===== src/rtl/pong_state_engine.sv =====
// Pong game state engine: serve/play/over FSM, ball physics with wall and paddle
// bounces, paddle movement and scoring. Everything advances one frame per update_screen
// tick, except the serve button latch, which samples every cycle.
module pong_state_engine #(
  parameter int SCREEN_W      = 640,
  parameter int SCREEN_H      = 480,
  parameter int BALL_SIZE     = 8,
  parameter int PADDLE_W      = 8,
  parameter int PADDLE_H      = 64,
  parameter int PADDLE_MARGIN = 16,
  parameter int PADDLE_STEP   = 4,
  parameter int BALL_VEL      = 2,
  parameter int MAX_VEL       = 8,
  parameter int SPEEDUP_HITS  = 4,
  parameter int SERVE_DELAY   = 30,
  parameter int WIN_SCORE     = 7,
  parameter int SCORE_W       = 4
) (
  input  logic               clock,
  input  logic               reset,
  input  logic               update_screen,
  input  logic [1:0]         joy_up,
  input  logic [1:0]         joy_down,
  input  logic               serve_button,
  output logic [9:0]         ball_top,
  output logic [9:0]         ball_left,
  output logic [9:0]         paddle0_y,
  output logic [9:0]         paddle1_y,
  output logic [SCORE_W-1:0] score0,
  output logic [SCORE_W-1:0] score1,
  output logic [1:0]         game_state,
  output logic               game_over
);

  typedef enum logic [1:0] {
    S_IDLE  = 2'd0,
    S_SERVE = 2'd1,
    S_PLAY  = 2'd2,
    S_OVER  = 2'd3
  } state_t;

  localparam int HIT_W = (SPEEDUP_HITS > 1) ? $clog2(SPEEDUP_HITS) : 1;
  localparam int DLY_W = (SERVE_DELAY > 1) ? $clog2(SERVE_DELAY) : 1;

  // Pixel constants in the formats they are used in
  localparam logic [9:0] CENTER_TOP   = 10'((SCREEN_H - BALL_SIZE) / 2);
  localparam logic [9:0] CENTER_LEFT  = 10'((SCREEN_W - BALL_SIZE) / 2);
  localparam logic [9:0] PADDLE_INIT  = 10'((SCREEN_H - PADDLE_H) / 2);
  localparam logic [9:0] PADDLE_MAX   = 10'(SCREEN_H - PADDLE_H);
  localparam logic [9:0] P_STEP       = 10'(PADDLE_STEP);
  localparam logic [9:0] BALL_TOP_MAX = 10'(SCREEN_H - BALL_SIZE);
  localparam logic [9:0] LEFT_STOP    = 10'(PADDLE_MARGIN + PADDLE_W);
  localparam logic [9:0] RIGHT_STOP   = 10'(SCREEN_W - PADDLE_MARGIN - PADDLE_W - BALL_SIZE);

  localparam logic signed [11:0] C_BALL     = 12'(BALL_SIZE);
  localparam logic signed [11:0] C_PAD_H    = 12'(PADDLE_H);
  localparam logic signed [11:0] C_SCREEN_H = 12'(SCREEN_H);
  localparam logic signed [11:0] C_SCREEN_W = 12'(SCREEN_W);
  localparam logic signed [11:0] C_LBOUND   = 12'(PADDLE_MARGIN + PADDLE_W);
  localparam logic signed [11:0] C_RBOUND   = 12'(SCREEN_W - PADDLE_MARGIN - PADDLE_W);

  localparam logic signed [4:0]  V_SERVE  = 5'(BALL_VEL);
  localparam logic signed [4:0]  V_MAX    = 5'(MAX_VEL);
  localparam logic [HIT_W-1:0]   HIT_LAST = HIT_W'(SPEEDUP_HITS - 1);
  localparam logic [DLY_W-1:0]   DLY_LAST = DLY_W'(SERVE_DELAY - 1);
  localparam logic [SCORE_W-1:0] WIN      = SCORE_W'(WIN_SCORE);

  state_t             r_state;
  logic               r_game_over;
  logic               r_serve_flag;
  logic               r_serve_right;   // next serve heads toward the right player
  logic [9:0]         r_ball_top, r_ball_left, r_paddle0_y, r_paddle1_y;
  logic [SCORE_W-1:0] r_score0, r_score1;
  logic signed [4:0]  r_vel_x, r_vel_y;
  logic [HIT_W-1:0]   r_hit_cnt;       // paddle hits modulo SPEEDUP_HITS
  logic [DLY_W-1:0]   r_delay_cnt;

  logic signed [11:0] w_top, w_left, w_p0, w_p1, w_next_top, w_next_left;
  logic [9:0]         w_ball_top_nx, w_paddle0_nx, w_paddle1_nx;
  logic signed [4:0]  w_vel_y_nx, w_mag, w_mag_nx;
  logic [HIT_W-1:0]   w_hit_cnt_nx;
  logic [SCORE_W-1:0] w_score0_inc, w_score1_inc;
  logic               w_overlap0, w_overlap1, w_hit_left, w_hit_right;
  logic               w_miss_left, w_miss_right, w_speedup, w_point_wins, w_consume;

  // One paddle step toward the pressed direction, clamped to the playfield
  function automatic logic [9:0] move_paddle(input logic [9:0] y, input logic up,
                                             input logic down);
    logic [10:0] lowered;
    lowered = {1'b0, y} + {1'b0, P_STEP};
    if (up && !down)      return (y >= P_STEP) ? y - P_STEP : '0;
    else if (down && !up) return (lowered >= {1'b0, PADDLE_MAX}) ? PADDLE_MAX : lowered[9:0];
    return y;
  endfunction

  assign w_paddle0_nx = move_paddle(r_paddle0_y, joy_up[0], joy_down[0]);
  assign w_paddle1_nx = move_paddle(r_paddle1_y, joy_up[1], joy_down[1]);

  // Signed candidate positions so a step past zero is seen as negative, not a wrap
  assign w_top       = {2'b00, r_ball_top};
  assign w_left      = {2'b00, r_ball_left};
  assign w_p0        = {2'b00, r_paddle0_y};
  assign w_p1        = {2'b00, r_paddle1_y};
  assign w_next_top  = w_top  + {{7{r_vel_y[4]}}, r_vel_y};
  assign w_next_left = w_left + {{7{r_vel_x[4]}}, r_vel_x};

  // Collision and miss tests use the paddles as they stood before this frame
  assign w_overlap0   = (w_top + C_BALL > w_p0) && (w_top < w_p0 + C_PAD_H);
  assign w_overlap1   = (w_top + C_BALL > w_p1) && (w_top < w_p1 + C_PAD_H);
  assign w_hit_left   = r_vel_x[4] && (w_left >= C_LBOUND) && (w_next_left < C_LBOUND)
                        && w_overlap0;
  assign w_hit_right  = !r_vel_x[4] && (r_vel_x != '0) && (w_left + C_BALL <= C_RBOUND)
                        && (w_next_left + C_BALL > C_RBOUND) && w_overlap1;
  assign w_miss_left  = (w_next_left <= 12'sd0);
  assign w_miss_right = (w_next_left + C_BALL >= C_SCREEN_W);

  // Every SPEEDUP_HITS-th hit bumps the horizontal speed, capped at MAX_VEL
  assign w_mag        = r_vel_x[4] ? -r_vel_x : r_vel_x;
  assign w_speedup    = (r_hit_cnt == HIT_LAST);
  assign w_hit_cnt_nx = w_speedup ? '0 : r_hit_cnt + HIT_W'(1);
  assign w_mag_nx     = (w_speedup && w_mag < V_MAX) ? w_mag + 5'sd1 : w_mag;

  assign w_score0_inc = r_score0 + SCORE_W'(1);
  assign w_score1_inc = r_score1 + SCORE_W'(1);
  assign w_point_wins = w_miss_left ? (w_score1_inc == WIN) : (w_score0_inc == WIN);
  assign w_consume    = update_screen && r_serve_flag && (r_state == S_IDLE || r_state == S_OVER);

  // Vertical motion with top/bottom wall reflection
  always_comb begin
    // NOTE: defaults first so untaken branches never leave a value held (no latch).
    w_ball_top_nx = w_next_top[9:0];
    w_vel_y_nx    = r_vel_y;
    if (w_next_top < 12'sd0) begin
      w_ball_top_nx = '0;
      w_vel_y_nx    = -r_vel_y;
    end else if (w_next_top + C_BALL > C_SCREEN_H) begin
      w_ball_top_nx = BALL_TOP_MAX;
      w_vel_y_nx    = -r_vel_y;
    end
  end

  // Game FSM with ball, paddle and score registers, advanced once per frame tick
  always_ff @(posedge clock) begin
    if (!reset) begin
      r_state       <= S_IDLE;
      r_game_over   <= 1'b0;
      r_serve_flag  <= 1'b0;
      r_serve_right <= 1'b1;
      r_ball_top    <= CENTER_TOP;
      r_ball_left   <= CENTER_LEFT;
      r_paddle0_y   <= PADDLE_INIT;
      r_paddle1_y   <= PADDLE_INIT;
      r_score0      <= '0;
      r_score1      <= '0;
      r_vel_x       <= V_SERVE;
      r_vel_y       <= V_SERVE;
      r_hit_cnt     <= '0;
      r_delay_cnt   <= '0;
    end else begin
      // NOTE: non-blocking updates make every test in this frame see pre-edge state.
      r_serve_flag <= (r_serve_flag && !w_consume) || serve_button;
      if (update_screen) begin
        case (r_state)
          S_IDLE: begin
            if (r_serve_flag) begin
              r_state       <= S_SERVE;
              r_serve_right <= 1'b1;
              r_delay_cnt   <= '0;
              r_hit_cnt     <= '0;
              r_ball_top    <= CENTER_TOP;
              r_ball_left   <= CENTER_LEFT;
            end
          end
          S_SERVE: begin
            r_paddle0_y <= w_paddle0_nx;
            r_paddle1_y <= w_paddle1_nx;
            if (r_delay_cnt == DLY_LAST) begin
              r_state   <= S_PLAY;
              r_vel_x   <= r_serve_right ? V_SERVE : -V_SERVE;
              r_vel_y   <= V_SERVE;
              r_hit_cnt <= '0;
            end else begin
              r_delay_cnt <= r_delay_cnt + DLY_W'(1);
            end
          end
          S_PLAY: begin
            r_paddle0_y <= w_paddle0_nx;
            r_paddle1_y <= w_paddle1_nx;
            if (w_hit_left || w_hit_right) begin
              r_ball_top  <= w_ball_top_nx;
              r_vel_y     <= w_vel_y_nx;
              r_ball_left <= w_hit_left ? LEFT_STOP : RIGHT_STOP;
              r_vel_x     <= w_hit_left ? w_mag_nx : -w_mag_nx;
              r_hit_cnt   <= w_hit_cnt_nx;
            end else if (w_miss_left || w_miss_right) begin
              r_ball_top    <= CENTER_TOP;
              r_ball_left   <= CENTER_LEFT;
              r_delay_cnt   <= '0;
              r_hit_cnt     <= '0;
              r_serve_right <= w_miss_right;
              if (w_miss_left) r_score1 <= w_score1_inc;
              else             r_score0 <= w_score0_inc;
              if (w_point_wins) begin
                r_state     <= S_OVER;
                r_game_over <= 1'b1;
              end else begin
                r_state <= S_SERVE;
              end
            end else begin
              r_ball_top  <= w_ball_top_nx;
              r_vel_y     <= w_vel_y_nx;
              r_ball_left <= w_next_left[9:0];
            end
          end
          S_OVER: begin
            if (r_serve_flag) begin
              r_state     <= S_IDLE;
              r_game_over <= 1'b0;
              r_score0    <= '0;
              r_score1    <= '0;
            end
          end
          default: r_state <= S_IDLE;
        endcase
      end
    end
  end

  assign ball_top   = r_ball_top;
  assign ball_left  = r_ball_left;
  assign paddle0_y  = r_paddle0_y;
  assign paddle1_y  = r_paddle1_y;
  assign score0     = r_score0;
  assign score1     = r_score1;
  assign game_state = r_state;
  assign game_over  = r_game_over;

endmodule


===== config.mk =====
export PLATFORM = sky130hd
export DESIGN_NAME = pong_state_engine
export DESIGN_NICKNAME = d
export VERILOG_FILES = /design/src/rtl/pong_state_engine.sv
export SDC_FILE = /design/constraint.sdc
export NUM_CORES = 1
export LEC_CHECK = 0
export CORE_AREA = 10 10 128 130
export DETAILED_ROUTE_END_ITERATION = 10
export DIE_AREA = 0 0 138 140
export PLACE_DENSITY_LB_ADDON = 0.08
export SLEW_MARGIN = 20
export SYNTH_ARGS = -nofsm -noshare
export SYNTH_HDL_FRONTEND = slang
export SYNTH_SLANG_ARGS = --single-unit

===== constraint.sdc =====
create_clock -name clock -period 7.71 [get_ports clock]
set_clock_uncertainty 0.1 [all_clocks]
set_input_delay 1.542 -clock clock [delete_from_list [all_inputs] [get_ports clock]]
set_output_delay 1.542 -clock clock [all_outputs]
set_load 0.03 [all_outputs]

==> impl_summary.txt <==
----------------------------------------------------
[Layout]
  Layout overhead on the synthesized area ... 13.8%
  Fraction of layout instances using a drive strength above 1 ... 6.59%
  Summed area of non-filler cells in the final layout ... 7770 µm²
  Diodes inserted ... 0
  Number of fillers in the final layout ... 1,329
  Total number of nets in the final design ... 1,012

[Place]
  Hpwl dp ... 15.4 mm
  Number of port buffers ... 54
  Placed Area ... 7450 µm²
  Pre-CTS setup slack ... 2.73 ns
  Gp weighted congestion ... 0.925

[Global route]
  Grt total ovfl ... 0
  Maximum number of pins on one net before global-route repair ... 39
  Number of antenna violations at the first check in global routing ... 0
  Via count of the first global-routing pass ... 6,661
  Wire length of the first global-routing pass ... 33.4 mm
  Total track usage ... 20.2%

[Worst hold path]
  Path category of the worst min-delay check ... reg2reg
  HP Start ... r_hit_cnt[1]$_SDFFE_PN0P_
  Hold endpoint ... r_hit_cnt[1]$_SDFFE_PN0P_
  Worst hold stages ... 2

[Routing]
  Detailed Route WL ... 20.4 mm
  Count of vias placed by the detailed router ... 6,921
  Final routed wire length divided by cell count ... 18.4 µm
  Number of search-and-repair iterations in the first detailed-routing pass ... 6
  Count of antenna-violating nets left after detailed routing ... 0
  Via density per instance ... 6.26
  # DRC ... 0
  First-iteration detailed-routing DRC count ... 518

[Floorplan]
  DIE AREA ... 19,300 µm²
  Starting Density ... 49.5%
  Die Y-Extent ... 140 µm
  Die width ... 138 µm
  Number of placed I/O pins ... 59
  Standard-cell rows ... 43
  Core Footprint ... 13,800 µm²

[STA]
  Slew at the pin closest to its max-slew limit ... 0.964 ns
  Post-Route Setup TNS ... 0 ns
  Setup repair after global routing missed its margin ... false
  Final critical delay including setup and external delays ... 5.12 ns
  Max-slew headroom at the worst pin ... 35.8%
  Final max-slew violation count ... 0
  Maximum operating frequency ... 195 MHz
  Post-route setup slack ... 2.59 ns
  Crit share post-route ... 66.4%
  Setup Viol. Count Final ... 0
  Number of hold violations in the final report ... 0

[Critical path]
  Crit Reg-Reg Endpoint ... ball_top[2]$_SDFFE_PN1P_
  Origin of the critical flop-to-flop path ... r_vel_x[0]$_SDFFE_PN0P_
  Category of the critical setup timing path ... reg2reg
  Register-to-register setup slack ... 2.59 ns
  Max FO, Critical Path ... 10
  Required time at the endpoint of the critical path ... 7.81 ns
  WP data arrival ... 5.22 ns
  Count of cells along the worst register-to-register path ... 16
  Critical Path Start Type ... flip-flop
  Critical Path End Type ... flip-flop

[CTS]
  Clock buffer count from CTS ... 9
  Resize count post-CTS ... 0
  Clock Root Buffer ... clkbuf_16
  Number of sinks on the clock net ... 65
  Clock-pin slew on the worst setup and hold paths ... 0.06 ns
  Clock network latency to the later pin of the worst-skew pair ... 0.35 ns
  CTS tree ... built
  Count of H-tree levels built during CTS ... 3
  Count of hold buffers inserted by post-cts repair ... 0
  Post-CTS repair timing setup buffer count ... 0
  Buffer levels on the longest clock path ... 2

[Synth]
  Average size of a mapped cell ... 7.68 µm²
  Share of the synthesized area in the top cell type ... 19.1%
  Syn Std Cell Area ... 6820 µm²
  Library cell with the highest instance count after synthesis ... ha_1
  Post-Syn Instances ... 888
  Unique cell type count in the Yosys netlist ... 89
  Top cell types by occurrence after synthesis ... ha_1 (81), nor2_1 (77), nand2_1 (70)
  Number of synthesized register bits ... 65
  Leading cell types by total area after synthesis ... dfxtp_1 (19%), ha_1 (15%), a21oi_1 (4.5%), nor2_1 (4.2%), nand2_1 (3.9%)
  Main flop type after synthesis ... dfxtp_1
  Synth async-reset ratio ... 0%
  Number of enable-type register cells in the synthesized netlist ... 0
  Most area-hungry cell type in the Yosys netlist ... dfxtp_1
  Proportion of synthesized chip area in sequential cells ... 19.1%
  Warning count from the yosys run ... 0

[Power and ir drop]
  Maximum vdd ir drop ... 0.000120 V
  Power Density ... 133 nW/µm²
  Leakage component of the power ... 3.07 nW

[Job]
  Max-capacitance violation count ... 0

[Outcome]
  Status ... finished, final reports clean

----------------------------------------------------
[layout make-up]
class / count / area [µm²] / area share (%)
well taps: 180 / 225 / 2.90
inverters: 70 / 263 / 3.38
multi-input cells: 718 / 5100 / 65.7
repair buffers: 57 / 563 / 7.25
clock buffers: 11 / 253 / 3.25
flip-flops and latches: 65 / 1300 / 16.7
clock inverters: 5 / 61.3 / 0.789
[through the flow]
stage | power [mW] | instances | utilization, % | hold slack (ns)
final | 1.03 | 1106 | 56.4 | 0.378
after detailed placement | 0.602 | 1090 | 54.1 | 0.368
after global routing | 1.08 | 1106 | 56.4 | 0.398
after CTS | 1.04 | 1106 | 56.3 | 0.380
after global placement | 0.596 | 1090 | 54.1 | 0.347
after floorplan | 0.534 | 891 | - | 0.338
[flip-flops by register name, summed over array words and instances, names as in the netlist]
signal,flops
game_state,2
r_vel_y,4
score0,4
r_hit_cnt,2
paddle1_y,8
r_delay_cnt,5
ball_left,10
r_vel_x,5
ball_top,10
game_over,1
paddle0_y,8
r_serve_right,1
r_serve_flag,1
score1,4
[cells in the final DEF (no fill, tap or decap), drive strengths merged, types with 8 or more instances in the layout]
cell           count
o21ai             57
dfxtp             65
clkbuf            11
xnor2             21
a211oi            23
o31ai             12
nor2b             12
o211ai            13
nand4             15
xor2              13
a21oi             62
ha                81
nor3              15
and3              10
nor4               8
a2111oi            8
a211o              9
a31oi             11
nor2              78
o22ai              9
nand2b            11
o21a               9
inv               70
clkdlybuf4s50     54
nand2             71
nand3             34
or3                9
[how the worst max path moves through the flow]
stage | startpoint | to | slack [ns]
3_3_place_gp | r_vel_x[0]$_SDFFE_PN0P_ | ball_top[5]$_SDFFE_PN1P_ | 2.82
6_report | r_vel_x[0]$_SDFFE_PN0P_ | ball_top[2]$_SDFFE_PN1P_ | 2.59
4_1_cts | r_vel_x[0]$_SDFFE_PN0P_ | ball_top[5]$_SDFFE_PN1P_ | 2.66
2_1_floorplan | ball_left[0]$_SDFFE_PN0P_ | score1[2]$_SDFFE_PN0P_ | 3.34
3_5_place_dp | r_vel_x[0]$_SDFFE_PN0P_ | ball_top[5]$_SDFFE_PN1P_ | 2.73
5_1_grt | r_vel_x[0]$_SDFFE_PN0P_ | ball_top[5]$_SDFFE_PN1P_ | 2.21
[where the power goes]
group	total (mW)	internal [mW]	switching (mW)
logic	0.232	0.0902	0.142
registers	0.366	0.344	0.0212
clock network	0.435	0.269	0.165
[worst max-delay path: stages, from the launching register on]
cell      delay, ns
dfxtp_1        0.46
ha_1           0.24
inv_1          0.06
fa_1           0.40
nand2b_1       0.24
a21oi_1        0.19
xor2_1         0.55
ha_1           0.33
inv_1          0.08
nor3_1         0.23
mux2i_1        0.39
o221a_2        0.28
nor2_2         0.08
nor2_1         0.57
o21ai_4        0.22
a21oi_2        0.35
o311ai_0       0.19
[routing by layer]
| layer | vias to the layer above | GRT usage [%] | routed length (µm) |
|---|---|---|---|
| li1 | 3391 | - | - |
| met5 | - | 0 | 0 |
| met1 | 3289 | 24.9 | 9160 |
| met2 | 206 | 34.6 | 9770 |
| met3 | 35 | 4.06 | 1070 |
| met4 | 0 | 6.05 | 354 |
[kinds of logic (layout without fill, tap and decap cells)]
| logic type | after synthesis | after routing | share of synthesized area (%) |
|---|---|---|---|
| fa+ha+maj | 83 | 83 | 15.4 |
| xor+xnor | 34 | 34 | 4.47 |
| flops | 65 | 65 | 19.1 |
| mux | 9 | 9 | 1.45 |
| other cells | 2 | 5 | 0.110 |
| simple gates | 292 | 292 | 21.0 |
| buf+inv | 108 | 143 | 6.44 |
| compound gates | 295 | 295 | 32.0 |
No activity file was read; power rests on OpenSTA's default activity.
